### config.mk
export PLATFORM = sky130hd
export DESIGN_NAME = pc_sequencer_flat
export DESIGN_NICKNAME = d
export VERILOG_FILES = /design/src/rtl/pc_sequencer_if.sv /design/src/rtl/pc_sequencer.sv /design/src/flat_wrapper.sv
export SDC_FILE = /design/constraint.sdc
export NUM_CORES = 1
export LEC_CHECK = 0
export BUFFER_PORTS_ARGS = -buffer_cell sky130_fd_sc_hd__buf_2
export CORE_ASPECT_RATIO = 2
export CORE_MARGIN = 3
export CORE_UTILIZATION = 42
export DETAILED_ROUTE_END_ITERATION = 10
export PLACE_DENSITY = 0.79
export SETUP_SLACK_MARGIN = 0.5
export SLEW_MARGIN = 20
export SYNTH_ARGS = -nofsm -noshare
export SYNTH_HDL_FRONTEND = slang
export SYNTH_SLANG_ARGS = --single-unit
### constraint.sdc
create_clock -name clk -period 5.6 [get_ports clk]
set_input_delay 1.4 -clock clk [delete_from_list [all_inputs] [get_ports clk]]
set_output_delay 1.4 -clock clk [all_outputs]
set_load 0.01 [all_outputs]
### src/rtl/pc_sequencer_if.sv
// Bus between the ALU/control path and the PC/trap sequencer.
// The sequencer is the slave; whoever drives branch/trap requests is the master.
interface pc_sequencer_if;
  logic        stall_in;
  logic        br_enable;
  logic [31:0] br_target;
  logic [7:0]  exception;
  logic        eret;
  logic [31:0] pc;
  logic [31:0] pc_plus8;
  logic        retire;
  logic [31:0] epc;
  logic [7:0]  cause;
  logic        bd;
  logic        exl;
  logic        trap_taken;
  logic        halted;

  modport master (
    output stall_in, br_enable, br_target, exception, eret,
    input  pc, pc_plus8, retire, epc, cause, bd, exl, trap_taken, halted
  );

  modport slave (
    input  stall_in, br_enable, br_target, exception, eret,
    output pc, pc_plus8, retire, epc, cause, bd, exl, trap_taken, halted
  );
endinterface

### src/rtl/pc_sequencer.sv
// Program-counter and trap sequencer: owns the architectural PC, branch redirect
// with optional delay slot, trap entry/EPC/cause, eret and the TRAP_STALL watchdog.
module pc_sequencer #(
  parameter logic [31:0] RESET_PC    = 32'h0000_3000,
  parameter logic [31:0] TRAP_VECTOR = 32'h0000_4180,
  parameter bit          DELAY_SLOT  = 1'b0,
  parameter int          STALL_LIMIT = 16,
  parameter logic [7:0]  TRAP_STALL  = 8'hFF
) (
  input  logic           clk,
  input  logic           rst_n,
  pc_sequencer_if.slave  bus
);

  typedef enum logic [1:0] {
    ST_RUN  = 2'd0,
    ST_SLOT = 2'd1,
    ST_HALT = 2'd2
  } state_t;

  localparam logic [7:0] STALL_LAST = 8'(STALL_LIMIT - 1);

  state_t      r_state;
  logic [31:0] r_pc;
  logic [31:0] r_epc;
  logic [7:0]  r_cause;
  logic        r_bd;
  logic        r_exl;
  logic        r_trap_taken;
  logic [7:0]  r_stall_cnt;
  logic [31:0] r_slot_target;

  state_t      w_state_nxt;
  logic [31:0] w_pc_nxt;
  logic [31:0] w_epc_nxt;
  logic [7:0]  w_cause_nxt;
  logic        w_bd_nxt;
  logic        w_exl_nxt;
  logic        w_trap_taken_nxt;
  logic [7:0]  w_stall_cnt_nxt;
  logic [31:0] w_slot_target_nxt;
  logic        w_retire;
  logic        w_halted;

  logic [31:0] w_pc_plus4;
  logic [31:0] w_target;
  logic        w_is_stall;
  logic        w_is_trap;

  assign w_pc_plus4 = r_pc + 32'd4;
  assign w_target   = {bus.br_target[31:2], 2'b00};
  assign w_is_stall = (bus.exception == TRAP_STALL);
  assign w_is_trap  = (bus.exception != 8'h00) && !w_is_stall;

  // State register: all architectural state advances together.
  always_ff @(posedge clk or negedge rst_n) begin
    if (!rst_n) begin
      r_state       <= ST_RUN;
      r_pc          <= RESET_PC;
      r_epc         <= 32'h0000_0000;
      r_cause       <= 8'h00;
      r_bd          <= 1'b0;
      r_exl         <= 1'b0;
      r_trap_taken  <= 1'b0;
      r_stall_cnt   <= 8'h00;
      r_slot_target <= 32'h0000_0000;
    end else begin
      r_state       <= w_state_nxt;
      r_pc          <= w_pc_nxt;
      r_epc         <= w_epc_nxt;
      r_cause       <= w_cause_nxt;
      r_bd          <= w_bd_nxt;
      r_exl         <= w_exl_nxt;
      r_trap_taken  <= w_trap_taken_nxt;
      r_stall_cnt   <= w_stall_cnt_nxt;
      r_slot_target <= w_slot_target_nxt;
    end
  end

  // Next-state logic: prioritised events, first match wins.
  always_comb begin
    w_state_nxt       = r_state;
    w_pc_nxt          = r_pc;
    w_epc_nxt         = r_epc;
    w_cause_nxt       = r_cause;
    w_bd_nxt          = r_bd;
    w_exl_nxt         = r_exl;
    w_trap_taken_nxt  = 1'b0;
    w_stall_cnt_nxt   = r_stall_cnt;
    w_slot_target_nxt = r_slot_target;

    if (r_state == ST_HALT) begin
      w_state_nxt = ST_HALT;
    end else if (bus.stall_in) begin
      w_state_nxt = r_state;
    end else if (w_is_trap) begin
      w_stall_cnt_nxt = 8'h00;
      if (r_exl) begin
        // A trap inside the handler cannot be recovered; preserve EPC for debug.
        w_state_nxt = ST_HALT;
      end else begin
        w_state_nxt      = ST_RUN;
        w_exl_nxt        = 1'b1;
        w_cause_nxt      = bus.exception;
        w_trap_taken_nxt = 1'b1;
        w_pc_nxt         = TRAP_VECTOR;
        if (r_state == ST_SLOT) begin
          w_epc_nxt = r_pc - 32'd4;
          w_bd_nxt  = 1'b1;
        end else begin
          w_epc_nxt = r_pc;
          w_bd_nxt  = 1'b0;
        end
      end
    end else if (w_is_stall) begin
      if (r_stall_cnt == STALL_LAST) begin
        w_state_nxt = ST_HALT;
      end else begin
        w_stall_cnt_nxt = r_stall_cnt + 8'd1;
      end
    end else if (bus.eret && r_exl) begin
      w_stall_cnt_nxt = 8'h00;
      w_pc_nxt        = r_epc;
      w_exl_nxt       = 1'b0;
      w_state_nxt     = ST_RUN;
    end else if (bus.br_enable && (r_state == ST_RUN)) begin
      w_stall_cnt_nxt = 8'h00;
      if (DELAY_SLOT) begin
        w_slot_target_nxt = w_target;
        w_pc_nxt          = w_pc_plus4;
        w_state_nxt       = ST_SLOT;
      end else begin
        w_pc_nxt = w_target;
      end
    end else if (r_state == ST_SLOT) begin
      w_stall_cnt_nxt = 8'h00;
      w_pc_nxt        = r_slot_target;
      w_state_nxt     = ST_RUN;
    end else begin
      w_stall_cnt_nxt = 8'h00;
      w_pc_nxt        = w_pc_plus4;
    end
  end

  // Output logic: commit strobe and halt flag.
  always_comb begin
    w_halted = (r_state == ST_HALT);
    if (w_halted || bus.stall_in || w_is_trap || w_is_stall) begin
      w_retire = 1'b0;
    end else begin
      w_retire = 1'b1;
    end
  end

  assign bus.pc         = r_pc;
  assign bus.pc_plus8   = r_pc + 32'd8;
  assign bus.retire     = w_retire;
  assign bus.epc        = r_epc;
  assign bus.cause      = r_cause;
  assign bus.bd         = r_bd;
  assign bus.exl        = r_exl;
  assign bus.trap_taken = r_trap_taken;
  assign bus.halted     = w_halted;

endmodule
### src/flat_wrapper.sv
// flat-port wrapper written by rule: the top's interface ports become plain ports
module pc_sequencer_flat 
#(
  parameter logic [31:0] RESET_PC    = 32'h0000_3000,
  parameter logic [31:0] TRAP_VECTOR = 32'h0000_4180,
  parameter bit          DELAY_SLOT  = 1'b0,
  parameter int          STALL_LIMIT = 16,
  parameter logic [7:0]  TRAP_STALL  = 8'hFF
)
  (clk, rst_n, bus_stall_in, bus_br_enable, bus_br_target, bus_exception, bus_eret, bus_pc, bus_pc_plus8, bus_retire, bus_epc, bus_cause, bus_bd, bus_exl, bus_trap_taken, bus_halted);
  pc_sequencer_if bus_i ();
  input  logic clk;
  input  logic rst_n;
  input wire logic [$bits(bus_i.stall_in)-1:0] bus_stall_in;
  input wire logic [$bits(bus_i.br_enable)-1:0] bus_br_enable;
  input wire logic [$bits(bus_i.br_target)-1:0] bus_br_target;
  input wire logic [$bits(bus_i.exception)-1:0] bus_exception;
  input wire logic [$bits(bus_i.eret)-1:0] bus_eret;
  output wire logic [$bits(bus_i.pc)-1:0] bus_pc;
  output wire logic [$bits(bus_i.pc_plus8)-1:0] bus_pc_plus8;
  output wire logic [$bits(bus_i.retire)-1:0] bus_retire;
  output wire logic [$bits(bus_i.epc)-1:0] bus_epc;
  output wire logic [$bits(bus_i.cause)-1:0] bus_cause;
  output wire logic [$bits(bus_i.bd)-1:0] bus_bd;
  output wire logic [$bits(bus_i.exl)-1:0] bus_exl;
  output wire logic [$bits(bus_i.trap_taken)-1:0] bus_trap_taken;
  output wire logic [$bits(bus_i.halted)-1:0] bus_halted;
  assign bus_i.stall_in = bus_stall_in;
  assign bus_i.br_enable = bus_br_enable;
  assign bus_i.br_target = bus_br_target;
  assign bus_i.exception = bus_exception;
  assign bus_i.eret = bus_eret;
  assign bus_pc = bus_i.pc;
  assign bus_pc_plus8 = bus_i.pc_plus8;
  assign bus_retire = bus_i.retire;
  assign bus_epc = bus_i.epc;
  assign bus_cause = bus_i.cause;
  assign bus_bd = bus_i.bd;
  assign bus_exl = bus_i.exl;
  assign bus_trap_taken = bus_i.trap_taken;
  assign bus_halted = bus_i.halted;
  pc_sequencer #(.RESET_PC(RESET_PC), .TRAP_VECTOR(TRAP_VECTOR), .DELAY_SLOT(DELAY_SLOT), .STALL_LIMIT(STALL_LIMIT), .TRAP_STALL(TRAP_STALL)) u_core (.clk(clk), .rst_n(rst_n), .bus(bus_i));
endmodule
==> implementation parameters, run 1 <==
Parameter                              Value

Run status
  Run status    completed

GRT
  Via count of the first global-routing pass    around 5,000
  Wire length of the first global-routing pass    approximately 26 mm
  Total routing resource utilization after global routing    around a quarter
  Pin count of the biggest net entering global routing    84
  Final global-route overflow total    0
  Initial antenna violation count    0

Yosys
  Largest family of logic cells by synthesized area    compound AO/OA/AOI/OAI gates
  Post-Synthesis Cells    about 520
  Yosys synthesis warning count    0
  Largest cells by area after synthesis    sky130_fd_sc_hd__dfrtp_1, sky130_fd_sc_hd__mux2_2, sky130_fd_sc_hd__xnor2_1, sky130_fd_sc_hd__nand2_1, sky130_fd_sc_hd__o21ai_0
  Compound-Gate Fraction of Synth Area    between 10% and 20%
  Post-synthesis instance area    ~5000 sq um
  Average cell area after synthesis    between 9 and 10 sq um
  Share of synthesized cell area in full adder, half adder and majority cells    less than 1%
  Number of flops mapped to enable cells by yosys    0
  Sequential fraction of the synthesis area    42.3%
  Share of the synthesized netlist area taken by xor and xnor gates    under 10%
  Most area-hungry cell type in the Yosys netlist    sky130_fd_sc_hd__dfrtp_1
  Most instantiated flip-flop cell in the synthesis netlist    sky130_fd_sc_hd__dfrtp_1
  Fraction of registers with async set or reset after synthesis    100%
  Netlist cell types    between 50 and 60
  Top cell type's share of synthesized area    about 41%
  Post-synthesis simple-gate area fraction    17.9%
  Post-Syn Nets    569
  Post-synthesis mux area share    roughly 9%
  Post-synthesis sequential element count    83

Floorplanning
  Die Span Y    159 microns
  Core area    between 10,000 and 15,000 sq um
  Initial core utilization    a little over two fifths
  Die span in x    slightly above 80 microns
  Number of ports placed on the die boundary    between 150 and 200
  FP Rows    55
  Full die area    ~13,000 sq um

Timing
  Final cycle utilization of the critical path    77.6%
  Number of hold-slack violations in the final timing report    0
  Worst hold margin    ~0.52 ns
  RSZ-0062 raised after global routing    no
  Worst max-slew margin expressed relative to the limit    roughly a quarter
  # setup viols final    0
  Setup TNS    0 ns
  Fmax achieved    between 200 and 250 MHz
  Max-slew violation count    0
  Post-Route Skew    0.00651 ns
  Actual slew at the worst max-slew pin    1.10 ns
  Final min period    about 4.3 ns

Finish
  Antenna Cells    0
  Final instance area    between 6000 and 7000 sq um
  Fin nets    around 700
  Number of filler cells placed in the layout    approximately 1,100
  Area growth from synthesis to final layout    24.2%
  Share of post-route cells with drive strength above 1    33.6%
  Final Non-Filler Cells    slightly below 800

Clocking
  Clock transition at path regs    approximately 0.060 ns
  TritonCTS clock tree    built
  Inserted Clock Buffers    9
  CTS H-tree lvls    3
  Post-CTS sizing    0
  Buffer count from post-CTS setup fixing    0
  Clock Tree Root    sky130_fd_sc_hd__clkbuf_16
  Worst-Skew Late Latency    0.34 ns
  Number of buffers between clock root and the deepest sink    2
  Sinks on the clock net    83
  Number of hold-repair buffers added at the cts stage    0

Detailed routing
  Routed vias/inst    between 6 and 7
  Detailed Routing Iterations Pass 1    5
  Number of DRC violations after detailed-routing iteration 0    slightly above 500
  Detail Route Antenna Nets    0
  DR WL/cell    20.7 microns
  Sum of routed wire length over all layers    roughly 16 mm
  Via Count    slightly below 5,000
  DRC Markers    0

Min path
  Kind of path behind the tightest hold check    reg2reg
  Min-Delay Startpoint    u_core.bus.cause[2]

Worst setup path
  Class of the most critical setup path    reg2out
  Worst reg2reg path startpoint    u_core.bus.pc[2]
  CP startpoint    u_core.bus.pc[4]
  Crit. End Element    output port
  Category of the worst setup path launch point    register
  CP required    between 4 and 5 ns
  Worst path arrival time    ~2.9 ns
  Crit Path Max Fanout    8

Run
  # Max-Cap Violations    0

Placed design
  Count of input and output buffers    150
  Instance area at placement    ~5700 sq um
  DP HPWL    between 10 and 15 mm
  Placed insts    between 700 and 800
  Placer's final routability congestion estimate    0.868

Power and ir drop
  Power Total    about 1.7 mW
  Static leakage    ~2.8 nW
  Maximum vdd drop    0.158 mV
  Power Dens Cells    between 200 and 300 nW/um^2
## placed cells by master, fill, tap and decap left out, types with 4 or more instances in the layout
master                      synthesis  routed
sky130_fd_sc_hd__clkbuf_16          0       9
sky130_fd_sc_hd__buf_2             13     149
sky130_fd_sc_hd__o211ai_1           4       4
sky130_fd_sc_hd__and2_1             4       4
sky130_fd_sc_hd__nand4_1           15      15
sky130_fd_sc_hd__a22o_1             9       9
sky130_fd_sc_hd__inv_1             16      16
sky130_fd_sc_hd__nor4_1            11      11
sky130_fd_sc_hd__a21o_1             5       5
sky130_fd_sc_hd__o22a_1             4       4
sky130_fd_sc_hd__a211oi_1           4       4
sky130_fd_sc_hd__o31ai_1            7       7
sky130_fd_sc_hd__mux2_2            37      37
sky130_fd_sc_hd__nor2_1            31      31
sky130_fd_sc_hd__xnor2_1           22      22
sky130_fd_sc_hd__o2bb2ai_1         11      11
sky130_fd_sc_hd__and3_1             5       5
sky130_fd_sc_hd__buf_4              4       5
sky130_fd_sc_hd__bufinv_16          0       4
sky130_fd_sc_hd__or3_1              4       4
sky130_fd_sc_hd__o21ai_0           29      29
sky130_fd_sc_hd__nand2_1           41      41
sky130_fd_sc_hd__o22ai_1            8       8
sky130_fd_sc_hd__xor2_1             9       9
sky130_fd_sc_hd__nor3_1            19      19
sky130_fd_sc_hd__nand3_1           20      20
sky130_fd_sc_hd__a21oi_1           26      26
sky130_fd_sc_hd__a31oi_1            7       7
sky130_fd_sc_hd__dfrtp_1           81      81
sky130_fd_sc_hd__o221ai_1          10      10
## routing by layer
layer	vias up	share of wire (%)	GRT usage (%)	wire length, microns
met5	-	0	0	0
met4	0	5.6	14.9	914
met3	67	6.5	4.87	1080
met2	262	53	44.4	8730
met1	2335	35	28.5	5710
li1	2175	-	-	-
## metrics by stage
step	utilization (%)	setup WS (ns)
after global placement	50.4	1.72
after global routing	53.7	1.07
after CTS	53.7	1.28
after detailed placement	50.4	1.68
after floorplan	-	1.80
final	53.7	1.26
## state kept, by name, summed over array words and instances, names as in the netlist
register               flops
u_core.bus.pc             32
u_core.bus.epc            32
u_core.r_state             1
u_core.bus.exl             1
u_core.bus.cause           8
u_core.bus.trap_taken      1
u_core.r_stall_cnt         8
## where the power goes
part | switching, mW | total (mW) | internal, mW
Clock | 0.247 | 0.753 | 0.506
Combinational | 0.145 | 0.251 | 0.107
Sequential | 0.0613 | 0.703 | 0.641
Total | 0.453 | 1.71 | 1.25
## path summary, 6_finish.rpt
path | endpoint | slack, ns | depth (start not counted)
worst min-delay path | u_core.bus.cause[2] | 0.52 | 1
worst min register to register | u_core.bus.cause[2] | 0.52 | 1
worst max-delay path | bus_pc_plus8[29] | 1.26 | 7
min in group asynchronous | u_core.bus.epc[6] | 1.09 | 1
worst max register to register | u_core.bus.pc[30] | 2.87 | 6
max in group asynchronous | u_core.bus.epc[27] | 3.94 | 1
## worst max-delay path: stages (launching register included)
cell	delay [ns]
sky130_fd_sc_hd__dfrtp_1	0.47
sky130_fd_sc_hd__ha_1	0.36
sky130_fd_sc_hd__nand2_1	0.21
sky130_fd_sc_hd__or4_4	0.63
sky130_fd_sc_hd__or2_0	0.37
sky130_fd_sc_hd__nor3_1	0.24
sky130_fd_sc_hd__xnor2_1	0.16
sky130_fd_sc_hd__buf_2	0.16
## logic make-up after synthesis
logic type	Yosys count
muxes	40
DFF	83
xor gates and xnor gates	31
and+or+nand+nor	169
other	1
adders and majority gates	3
buffers and inverters	57
AOI/OAI and AO/OA	137
## layout make-up
class | instances | area [sq um] | area share [%]
timing repair buffer | 156 | 815 | 13.3
tap | 142 | 178 | 2.91
inverter | 16 | 60.1 | 0.984
sequential | 83 | 2080 | 34.1
clock inverter | 4 | 120 | 1.97
multi-input combinational | 381 | 2590 | 42.5
clock buffer | 12 | 256 | 4.20
## synthesized netlist by cell type (all sizes together) (2+ instances only)
master / number
or2: 2
a21o: 5
o211ai: 4
nand3b: 2
nor2: 31
nor3b: 2
a211oi: 4
mux2: 40
a31oi: 7
or3: 4
nand3: 21
o22a: 4
xor2: 9
o221a: 2
and3: 5
o22ai: 8
nor4: 13
a311o: 2
clkbuf: 21
nand2b: 2
dfstp: 2
a22oi: 2
a21oi: 26
or4: 3
o2bb2ai: 11
inv: 16
and2: 4
a22o: 9
nand4b: 2
o221ai: 10
dfrtp: 81
nand4: 16
xnor2: 22
nor3: 19
ha: 3
buf: 20
o31ai: 7
o21ai: 29
nand2: 41
Power figures use the tool's default switching activity.
==> run 2: changes to the inputs <==
==> constraint.sdc (replaced) <==
create_clock -name clk -period 4.1 [get_ports clk]
set_input_delay 1.025 -clock clk [delete_from_list [all_inputs] [get_ports clk]]
set_output_delay 1.025 -clock clk [all_outputs]
set_load 0.01 [all_outputs]
==> run 2 against run 1 <==
Via count increased by 0.91%. First-iteration DRC count decreased by 27%. Die area unchanged. Clock skew about the same. Sequential power increased by 37%.
==> implementation parameters, run 2 (synthesis results as in run 1) <==
Parameter                              Value

Worst setup path
  Crit. End Element    output port
  Worst path arrival time    2.50 ns (-0.44 ns)
  Category of the worst setup path launch point    register
  Class of the most critical setup path    reg2out
  Length in cells of the worst reg-to-reg path    6 (unchanged)
  Crit Path Max Fanout    6 (-2)
  CP required    3.07 ns (-1.13 ns)

Run status
  Run status    completed

Timing
  Final min period    between 3 and 4 ns
  RSZ-0062 raised after global routing    yes
  Setup TNS    0 ns (unchanged)
  Final cycle utilization of the critical path    a little under nine tenths
  Max-slew violation count    0 (unchanged)
  Post-Route Skew    0.00661 ns (+0.0000998 ns)
  Worst max-slew margin expressed relative to the limit    31.6% (+5.6 points)
  Worst Slack Setup Final    0.576 ns (-0.679 ns)
  # setup viols final    0 (unchanged)
  Actual slew at the worst max-slew pin    1.02 ns (-0.0844 ns)
  Fmax achieved    about 280 MHz
  Number of hold-slack violations in the final timing report    0 (unchanged)

Finish
  Final instance area    6120 sq um (+0.29%)
  Utilization after layout    53.9% (+0.15 points)
  Most common cell after layout, fill and taps aside    sky130_fd_sc_hd__buf_2
  Final Non-Filler Cells    797 (+0.38%)
  Antenna Cells    0 (unchanged)
  Fin nets    699 (+0.58%)
  Area growth from synthesis to final layout    24.6%
  Leading cell types in the layout, fill and taps excluded    sky130_fd_sc_hd__buf_2, sky130_fd_sc_hd__dfrtp_1, sky130_fd_sc_hd__nand2_1
  Share of post-route cells with drive strength above 1    35.6% (+2.0 points)

GRT
  Pin count of the biggest net entering global routing    84 (unchanged)
  Via count of the first global-routing pass    5,002 (+0.83%)
  Initial antenna violation count    0 (unchanged)
  Total routing resource utilization after global routing    25.6% (-0.32 points)
  Wire length of the first global-routing pass    25.7 mm (-0.88%)
  Final global-route overflow total    0 (unchanged)

Power and ir drop
  Power Dens Cells    367 nW/um^2 (+31%)
  Static leakage    2.83 nW (-0.17%)
  Maximum vdd drop    0.237 mV (+50%)

Detailed routing
  Number of DRC violations after detailed-routing iteration 0    370 (-27%)
  Sum of routed wire length over all layers    16.4 mm (-0.22%)
  DRC Markers    0 (unchanged)
  Detail Route Antenna Nets    0 (unchanged)
  Routed vias/inst    6.13 (+0.53%)
  Via Count    4,883 (+0.91%)
  DR WL/cell    20.6 microns (-0.59%)
  Detailed Routing Iterations Pass 1    6 (+1)

Placed design
  Count of input and output buffers    150 (unchanged)
  Placed insts    781 (+0.39%)
  DP HPWL    11.8 mm (+1.1%)
  Setup slack after placement    0.550 ns (-1.13 ns)
  Placer's final routability congestion estimate    0.875 (+0.83%)
  Instance area at placement    5730 sq um (+0.17%)

Floorplanning
  Die Span Y    159 microns (unchanged)
  Initial core utilization    43.3% (unchanged)
  FP Rows    55 (unchanged)
  Full die area    13,100 sq um (unchanged)
  Die span in x    82.5 microns (unchanged)
  Number of ports placed on the die boundary    154 (unchanged)
  Core area    11,400 sq um (unchanged)

Min path
  Kind of path behind the tightest hold check    reg2reg
  Hold Path Stages    1 (unchanged)

Clocking
  Number of hold-repair buffers added at the cts stage    0 (unchanged)
  TritonCTS clock tree    built
  CTS H-tree lvls    3 (unchanged)
  Sinks on the clock net    83 (unchanged)
  Inserted Clock Buffers    9 (unchanged)
  Clock Tree Root    sky130_fd_sc_hd__clkbuf_16
  Clock transition at path regs    0.06 ns (about the same)
  Number of buffers between clock root and the deepest sink    2 (unchanged)
  Worst-Skew Late Latency    0.35 ns (about the same)

Run
  # Max-Cap Violations    0 (unchanged)
run 2: changes by cell type in the layout (fill, tap and decap cells not counted), moves of 2 or more:
cell | previous run | this run
sky130_fd_sc_hd__nor4_1 | 11 | 9
sky130_fd_sc_hd__buf_4 | 5 | 10
sky130_fd_sc_hd__clkinv_2 | 0 | 3
sky130_fd_sc_hd__nor3_1 | 19 | 16
sky130_fd_sc_hd__nor3_2 | 0 | 3
sky130_fd_sc_hd__dfrtp_2 | 0 | 3
sky130_fd_sc_hd__nor4_2 | 1 | 3
sky130_fd_sc_hd__dfrtp_1 | 81 | 78
sky130_fd_sc_hd__clkbuf_8 | 2 | 0
run 2: worst max-delay path, cell delays in order (launching register included):
cell                      delay (ns)
sky130_fd_sc_hd__dfrtp_2        0.43
sky130_fd_sc_hd__ha_4           0.20
sky130_fd_sc_hd__nand2_1        0.15
sky130_fd_sc_hd__or4_4          0.61
sky130_fd_sc_hd__or2_4          0.31
sky130_fd_sc_hd__nor3_2         0.14
sky130_fd_sc_hd__xnor2_1        0.16
sky130_fd_sc_hd__buf_2          0.16
run 2: path summary, 6_finish.rpt:
check                                            to           startpoint  slack [ns]
worst max-delay path               bus_pc_plus8[29]     u_core.bus.pc[3]        0.58
min in group asynchronous         u_core.bus.epc[4]                rst_n        0.72
worst min-delay path            u_core.bus.cause[6]  u_core.bus.cause[6]        0.51
max in group asynchronous          u_core.bus.pc[5]                rst_n        2.80
worst min register to register  u_core.bus.cause[6]  u_core.bus.cause[6]        0.51
worst max register to register    u_core.bus.pc[28]     u_core.bus.pc[2]        1.51
run 2: layer usage:
metal  track usage [%]  wire length [microns]
met4              15.7                    921
met1              28.3                   5580
met5                 0                      0
met2              43.5                   8720
met3              4.59                   1180
run 2: stage by stage:
step | total power [mW] | hold WS (ns)
2_1_floorplan | 1.15 | 0.476
3_3_place_gp | 1.30 | 0.487
3_5_place_dp | 1.32 | 0.494
4_1_cts | 2.24 | 0.508
5_1_grt | 2.31 | 0.531
6_report | 2.24 | 0.510
run 2: layout make-up:
cell class / instances / area [sq um]
multi-input combinational: 381 / 2640
inverter: 16 / 60.1
clock buffer: 9 / 225
clock inverter: 6 / 105
timing repair buffer: 160 / 832
fill: 1034 / 5240
tap: 142 / 178
sequential: 83 / 2080
run 2: where the power goes:
group / leakage, nW / switching [mW] / internal, mW
registers: 1.09 / 0.0840 / 0.876
logic: 1.57 / 0.201 / 0.151
clock network: 0.165 / 0.342 / 0.589
total: 2.83 / 0.627 / 1.62
run 2: timing repair:
item | in CTS | in global routing
setup buffers | 0 | 1
resized for setup | 7 | 5
setup endpoints to repair | 5 | 7
hold endpoints to repair | 0 | 0
